File: src/rtl/pacman_dir_ctrl.sv
// Button synchronizer/debouncer, one-hot direction latch and
// frame-aligned move strobe feeding the Pac-Man movement datapath.
module pacman_dir_ctrl #(
  parameter int DEBOUNCE_CYCLES = 500000,
  parameter int CNT_W           = 20,
  parameter int V_ACTIVE        = 480,
  parameter int MOVE_PERIOD     = 4
) (
  input  logic       clk,
  input  logic       reset,
  input  logic       btn_up,
  input  logic       btn_down,
  input  logic       btn_left,
  input  logic       btn_right,
  input  logic [9:0] vCount,
  input  logic       game_active,
  input  logic       ack,
  output logic [3:0] dir_req,
  output logic       dir_valid,
  output logic       frame_tick,
  output logic       move_tick
);

  localparam int MW = $clog2(MOVE_PERIOD) + 1;
  localparam logic [CNT_W-1:0] DB_LAST = CNT_W'(DEBOUNCE_CYCLES - 1);
  localparam logic [MW-1:0]    MV_LAST = MW'(MOVE_PERIOD - 1);
  localparam logic [9:0]       V_ACT   = 10'(V_ACTIVE);

  logic [3:0] btn;
  logic [3:0] s1_q, s2_q;
  logic [3:0] db_q, db_d;
  logic [3:0] pd_q, press_q;
  logic [3:0][CNT_W-1:0] cnt_q, cnt_d;
  logic [3:0] dir_q, dir_d;
  logic       vld_q, vld_d;
  logic [9:0] vprev_q;
  logic       ft_q, ft_d;
  logic       mt_q, mt_d;
  logic [MW-1:0] mcnt_q, mcnt_d;

  assign btn = {btn_up, btn_down, btn_left, btn_right};

  // A level must disagree for DEBOUNCE_CYCLES straight cycles to flip.
  always_comb begin
    db_d  = db_q;
    cnt_d = '0;
    for (int i = 0; i < 4; i++) begin
      if (s2_q[i] != db_q[i]) begin
        if (cnt_q[i] == DB_LAST) begin
          db_d[i] = ~db_q[i];
        end else begin
          cnt_d[i] = cnt_q[i] + 1'b1;
        end
      end
    end
  end

  always_comb begin
    dir_d = dir_q;
    vld_d = vld_q;
    if (ack) begin
      dir_d = '0;
      vld_d = 1'b0;
    end else if (|press_q) begin
      vld_d = 1'b1;
      if (press_q[3])      dir_d = 4'b1000;
      else if (press_q[2]) dir_d = 4'b0100;
      else if (press_q[1]) dir_d = 4'b0010;
      else                 dir_d = 4'b0001;
    end
  end

  always_comb begin
    ft_d   = (vCount == V_ACT) && (vprev_q != V_ACT);
    mt_d   = 1'b0;
    mcnt_d = mcnt_q;
    if (!game_active) begin
      mcnt_d = '0;
    end else if (ft_d) begin
      if (mcnt_q == MV_LAST) begin
        mt_d   = 1'b1;
        mcnt_d = '0;
      end else begin
        mcnt_d = mcnt_q + 1'b1;
      end
    end
  end

  always_ff @(posedge clk) begin
    if (!reset) begin
      s1_q    <= '0;
      s2_q    <= '0;
      db_q    <= '0;
      cnt_q   <= '0;
      pd_q    <= '0;
      press_q <= '0;
      dir_q   <= '0;
      vld_q   <= 1'b0;
      vprev_q <= '0;
      ft_q    <= 1'b0;
      mt_q    <= 1'b0;
      mcnt_q  <= '0;
    end else begin
      s1_q    <= btn;
      s2_q    <= s1_q;
      db_q    <= db_d;
      cnt_q   <= cnt_d;
      pd_q    <= db_q;
      press_q <= db_q & ~pd_q;
      dir_q   <= dir_d;
      vld_q   <= vld_d;
      vprev_q <= vCount;
      ft_q    <= ft_d;
      mt_q    <= mt_d;
      mcnt_q  <= mcnt_d;
    end
  end

  assign dir_req    = dir_q;
  assign dir_valid  = vld_q;
  assign frame_tick = ft_q;
  assign move_tick  = mt_q;

endmodule
File: config.mk
export PLATFORM = sky130hd
export DESIGN_NAME = pacman_dir_ctrl
export DESIGN_NICKNAME = d
export VERILOG_FILES = /design/src/rtl/pacman_dir_ctrl.sv
export SDC_FILE = /design/constraint.sdc
export NUM_CORES = 1
export LEC_CHECK = 0
export CAP_MARGIN = 20
export CORE_ASPECT_RATIO = 1.4
export CORE_UTILIZATION = 65
export CTS_BUF_LIST = sky130_fd_sc_hd__clkbuf_4
export CTS_CLUSTER_SIZE = 12
export DETAILED_ROUTE_END_ITERATION = 8
export GPL_TIMING_DRIVEN = 0
export HOLD_SLACK_MARGIN = 0.02
export PLACE_DENSITY = 0.95
export SETUP_SLACK_MARGIN = 0.05
export SLEW_MARGIN = 15
export SYNTH_ARGS = -nofsm -noshare
export SYNTH_HDL_FRONTEND = slang
export SYNTH_SLANG_ARGS = --single-unit
export TNS_END_PERCENT = 5
File: constraint.sdc
create_clock -name clk -period 5.41 [get_ports clk]
set_input_delay 1.082 -clock clk [delete_from_list [all_inputs] [get_ports clk]]
set_output_delay 1.082 -clock clk [all_outputs]
set_load 0.05 [all_outputs]
==> impl_metrics.toml, run 1 <==
[setup_path]
crit_chain = "clkdlybuf4s50_1"
cp_num_cells = 1
critPathCapture = "dir_req[1]"
cpLargestDelayFamily = "buffers and inverters"
arrival_ns = 1.67
worst-setup-path-type = "flip-flop to output pin"
rr_worst_depth = 5
reg2reg_slack_ns = 3.19
startpoint = "dir_req[1]$_SDFFE_PP0P_"
critical-path-slowest-cell = "clkdlybuf4s50_1"
cp_num_buf_inv = 1
worstSetupEndpointType = "output pin"
r2r-start = "cnt_q[50]$_SDFF_PP0_"
worstPathRequired_ns = 4.33
cp_max_fo = 2
startpoint_type = "flip-flop"
reg2reg_to = "cnt_q[55]$_SDFF_PP0_"
cp_slowest_stage_delay_ns = 0.80

[timing]
slew_headroom = 0.474
finalCritPeriodShare = 0.509
final-setup-viol-count = 0
finalClockSkew_ns = 0.0147
worstMarginPinSlew_ns = 0.788
rsz0062_at_grt = "false"
tns_ns = 0
slew_viol_final = 0
setup_ws_ns = 2.66
post-route-min-period_ns = 2.75
max_freq_mhz = 363
final-hold-violation-count = 0

[die]
core_area_um2 = 7360
die_w_um = 75.6
die_area_um2 = 7950
start_util = 0.670
die_h_um = 105
io-pin-count = 25
rows = 37

[clock_tree]
cts_max_path_buffers = 2
h-tree-depth = 4
clkSlewWorstSetupHoldPaths_ns = 0.10
post_cts_resize_count = 0
cts-hold-fix-buffers = 0
cts_setup_buffers = 0
cts_tree = "yes"
cts.sinks = 120
clock_latency_ns = 0.54
numCtsBuffers = 17
root_buffer = "clkbuf_4"

[detailed_routing]
vias = 4075
ant_nets = 0
drt_iter0_markers = 259
wl_per_cell_um = 14.8
drcViolationCount = 0
vias_per_cell = 5.92
dr.pass1.iters = 5
drt-total-wl_um = 10200

[synthesis]
yosysMostFrequentCell = "dfxtp_1"
synth_seq_cells = 120
synth_top_area_share = 0.487
syn_area_per_cell_um2 = 9.19
synth_compound_area_frac = 0.0578
yosys_warnings = 0
yosysUniqueCellTypes = 50
muxShareOfSynthArea = 0.0101
synth-main-ff-cell = "dfxtp_1"
syn_inst = 537
yosys-top-cells-count = "dfxtp_1, nor2_1, xnor2_1"
synthAdderAreaFrac = 0.0127
yosys.area_share.xor_xnor = 0.105
synth_top_family_by_area = "simple AND/OR/NAND/NOR gates"
syn_area_um2 = 4930
ys_async_sr_fraction = 0
synth.top_cells.by_area = "dfxtp_1, xnor2_1, nor2_1"
seq_area_frac_synth = 0.487
synth_simple_gate_area_frac = 0.299
synth_nets = 560
synth-edff-count = 0
synth_largest_area_cell = "dfxtp_1"

[power]
p_leak_nw = 1.82
total_power_mw = 1.71
vdd_drop_max_uv = 200
power_density_nw_per_um2 = 304

[place]
pre_cts_slack_ns = 2.42
port_buffers = 23
post-dp-hpwl_um = 6780
routabilityCongestion = 0.850

[layout]
finalNetCount = 602
layout-drive-gt1-share = 0.0829
syn2layout_area_growth_pct = 14.3
diodes = 0

[min_path]
min_path_type = "flip-flop to flip-flop"

[global_routing]
grt.total_usage = 0.287
antenna_found_initial = 0
overflow = 0
grt_max_degree = 17
grt_pass1_vias = 3992
grt_pass1_wl_um = 17400

[status]
status = "finished, final reports clean"

[flow_run]
max_cap_violations = 0
-- metal layers --
| metal | up-vias | track usage | part of all wire |
|---|---|---|---|
| met3 | 34 | 0.0887 | 0.042 |
| met2 | 134 | 0.506 | 0.54 |
| met1 | 1934 | 0.296 | 0.38 |
| met4 | 0 | 0.139 | 0.032 |
| li1 | 1973 | - | - |
| met5 | - | 0 | 0 |
-- metrics by stage --
step                cell area (µm²)  std cells  hold slack [ns]   util
floorplan                      4930        537            0.368      -
detailed placement             5290        657            0.377  0.718
CTS                            5640        688            0.403  0.766
global route                   5640        688            0.414  0.766
finish                         5640        688            0.400  0.766
global placement               5290        657            0.374  0.718
-- sequential cells by signal, indices dropped and copies added (netlist names), 4 cells and up --
name     count
vprev_q     10
cnt_q       80
db_q         4
dir_req      4
s1_q         4
pd_q         4
s2_q         4
press_q      4
-- cells in the final DEF, fill, tap and decap left out, types with 7 or more instances in the layout --
| master | instances |
|---|---|
| clkbuf_1 | 7 |
| nor2_1 | 78 |
| clkbuf_4 | 20 |
| a21oi_1 | 21 |
| nand2_1 | 32 |
| nand3_1 | 22 |
| inv_1 | 21 |
| o21ai_0 | 11 |
| nand4_1 | 18 |
| xor2_1 | 19 |
| nor3_1 | 20 |
| or3_1 | 10 |
| and2_1 | 20 |
| dfxtp_1 | 120 |
| nor4_1 | 21 |
| clkdlybuf4s50_1 | 23 |
| or4_1 | 9 |
| xnor2_1 | 40 |
-- power breakdown --
part           leakage [nW]  internal, mW  switching [mW]
combinational         0.659        0.0184          0.0171
sequential            0.971         0.890         0.00355
clock                 0.192         0.467           0.316
total                  1.82          1.38           0.337
-- layout make-up --
class / instances / area (µm²)
plain buffers: 13 / 61.3
clock buffers: 20 / 150
multi-input cells: 383 / 2390
fillers: 445 / 1720
inverters: 21 / 78.8
flip-flops and latches: 120 / 2400
clock inverters: 11 / 203
repair buffers: 23 / 230
well taps: 97 / 121
-- how the worst min path moves through the flow --
stage,slack [ns],depth (start not counted),startpoint,to
CTS,0.40,1,pd_q[2]$_SDFF_PN0_,press_q[2]$_SDFF_PN0_
floorplan,0.37,1,pd_q[0]$_SDFF_PN0_,press_q[0]$_SDFF_PN0_
finish,0.40,1,pd_q[0]$_SDFF_PN0_,press_q[0]$_SDFF_PN0_
global placement,0.37,1,pd_q[2]$_SDFF_PN0_,press_q[2]$_SDFF_PN0_
detailed placement,0.38,1,pd_q[2]$_SDFF_PN0_,press_q[2]$_SDFF_PN0_
global route,0.41,1,pd_q[2]$_SDFF_PN0_,press_q[2]$_SDFF_PN0_
-- cell families after synthesis --
kind of cell,count (synthesis)
flops,120
compound gates,45
buf+inv,34
xor+xnor,59
simple gates,269
mux,5
fa+ha+maj,5
(Power assumes the default switching activity.)
==> run 2: changes to the inputs <==
--- a/config.mk
+++ b/config.mk
@@ -7,13 +7,13 @@
 export LEC_CHECK = 0
 export CAP_MARGIN = 20
 export CORE_ASPECT_RATIO = 1.4
-export CORE_UTILIZATION = 65
+export CORE_UTILIZATION = 62
 export CTS_BUF_LIST = sky130_fd_sc_hd__clkbuf_4
 export CTS_CLUSTER_SIZE = 12
 export DETAILED_ROUTE_END_ITERATION = 8
 export GPL_TIMING_DRIVEN = 0
 export HOLD_SLACK_MARGIN = 0.02
-export PLACE_DENSITY = 0.95
+export PLACE_DENSITY = 0.92
 export SETUP_SLACK_MARGIN = 0.05
 export SLEW_MARGIN = 15
 export SYNTH_ARGS = -nofsm -noshare
==> constraint.sdc (replaced) <==
create_clock -name clk -period 2.73 [get_ports clk]
set_input_delay 0.546 -clock clk [delete_from_list [all_inputs] [get_ports clk]]
set_output_delay 0.546 -clock clk [all_outputs]
set_load 0.05 [all_outputs]
==> impl_metrics.toml, run 2 (synthesis results as in run 1) <==
[die]
rows = 38
die_h_um = 108
die_area_um2 = 8330
die_w_um = 77.4
io-pin-count = 25
start_util = 0.637
core_area_um2 = 7750

[detailed_routing]
vias_per_cell = 5.75
drt-total-wl_um = 9410
dr.pass1.iters = 5
wl_per_cell_um = 13.6
ant_nets = 0
drcViolationCount = 0
drt_iter0_markers = 172
vias = 3981

[place]
dp_cells = 660
routabilityCongestion = 0.842
post-dp-hpwl_um = 6630
port_buffers = 23
placed_cell_area_um2 = 5290
pre_cts_slack_ns = 0.411

[setup_path]
cpLargestDelayFamily = "buffers and inverters"
cp_max_fo = 2
crit_chain = "clkdlybuf4s50_1"
rr_worst_depth = 6
cp_num_cells = 1
worstSetupEndpointType = "output pin"
cp_slowest_stage_delay_ns = 0.80
worst-setup-path-type = "flip-flop to output pin"
arrival_ns = 1.67
reg2reg_slack_ns = 0.55
r2r-start = "cnt_q[20]$_SDFF_PP0_"
cp_num_buf_inv = 1
critical-path-slowest-cell = "clkdlybuf4s50_1"
startpoint_type = "flip-flop"
reg2reg_to = "cnt_q[32]$_SDFF_PP0_"
worstPathRequired_ns = 2.18

[timing]
final-setup-viol-count = 0
rsz0062_at_grt = "false"
worst_hold_slack_ns = 0.346
final-hold-violation-count = 0
worstMarginPinSlew_ns = 0.728
finalCritPeriodShare = 0.812
max_freq_mhz = 451
slew_viol_final = 0
finalClockSkew_ns = 0.0118
post-route-min-period_ns = 2.22
slew_headroom = 0.514
tns_ns = 0
setup_ws_ns = 0.514

[global_routing]
grt.total_usage = 0.250
antenna_found_initial = 0
grt_pass1_wl_um = 16500
grt_max_degree = 17
overflow = 0
grt_pass1_vias = 3975

[layout]
design_area_um2 = 5560
diodes = 0
fill_cells = 575
finalNetCount = 602
final_common_cell = "dfxtp_1"
syn2layout_area_growth_pct = 12.7
final_cell_mix = "dfxtp_1, nor2_1, xnor2_1"
largestRegisters = "cnt_q (80), vprev_q (10)"
top_register = "cnt_q"
layout.cells.non_filler = 692
layout-drive-gt1-share = 0.0743
largest_reg_flops = 80
fin_util = 0.718

[status]
status = "finished, final reports clean"

[clock_tree]
cts_tree = "yes"
clkSlewWorstSetupHoldPaths_ns = 0.10
root_buffer = "clkbuf_4"
cts_max_path_buffers = 2
cts_setup_buffers = 0
numCtsBuffers = 17
cts.sinks = 120
h-tree-depth = 4
cts-hold-fix-buffers = 0
clock_latency_ns = 0.52
post_cts_resize_count = 0

[min_path]
min_path_type = "input port to flip-flop"
holdPathEnd = "pd_q[3]$_SDFF_PN0_"
hold_path_startpoint = "reset"
worstHoldPathCells = 3

[power]
power_density_nw_per_um2 = 553
p_leak_nw = 1.78
total_power_mw = 3.08
vdd_drop_max_uv = 327

[flow_run]
max_cap_violations = 0
run 2: worst register-to-register path, cell delays in order (launching register included):
cell     delay [ns]
dfxtp_1        0.39
ha_1           0.26
and4_1         0.25
nand4_1        0.20
o21ai_1        0.58
buf_2          0.33
nor2_1         0.07
run 2: cell type report:
| cell class | instances | area, µm² | share of cell area |
|---|---|---|---|
| Buffer | 13 | 61.3 | 0.0110 |
| Clock buffer | 18 | 135 | 0.0243 |
| Clock inverter | 14 | 138 | 0.0247 |
| Inverter | 21 | 78.8 | 0.0142 |
| Multi-Input combinational cell | 383 | 2390 | 0.430 |
| Sequential cell | 120 | 2400 | 0.432 |
| Tap cell | 100 | 125 | 0.0225 |
| Timing Repair Buffer | 23 | 230 | 0.0414 |
run 2: worst max-delay path by stage:
| stage | startpoint | to | slack, ns |
|---|---|---|---|
| after floorplan | cnt_q[40]$_SDFF_PP0_ | cnt_q[58]$_SDFF_PP0_ | 0.78 |
| after global placement | vCount[0] | mcnt_q[0]$_SDFFE_PN0P_ | 0.50 |
| after detailed placement | vCount[0] | mcnt_q[0]$_SDFFE_PN0P_ | 0.41 |
| after CTS | dir_req[1]$_SDFFE_PP0P_ | dir_req[1] | 0.48 |
| after global routing | cnt_q[20]$_SDFF_PP0_ | cnt_q[31]$_SDFF_PP0_ | 0.36 |
| final | dir_req[1]$_SDFFE_PP0P_ | dir_req[1] | 0.51 |
run 2: report_power, final:
group          total, mW  leakage, nW  switching, mW  internal, mW
Sequential          1.77        0.971        0.00639          1.76
Clock               1.24        0.146          0.621         0.617
Combinational     0.0679        0.659         0.0315        0.0364
run 2: routing by layer:
layer  global-route usage  vias to the layer above  part of all wire
li1                     -                     1978                 -
met1                0.265                     1890              0.41
met2                0.442                       89              0.53
met3               0.0839                       24             0.035
met4                0.117                        0             0.018
met5                    0                        -                 0
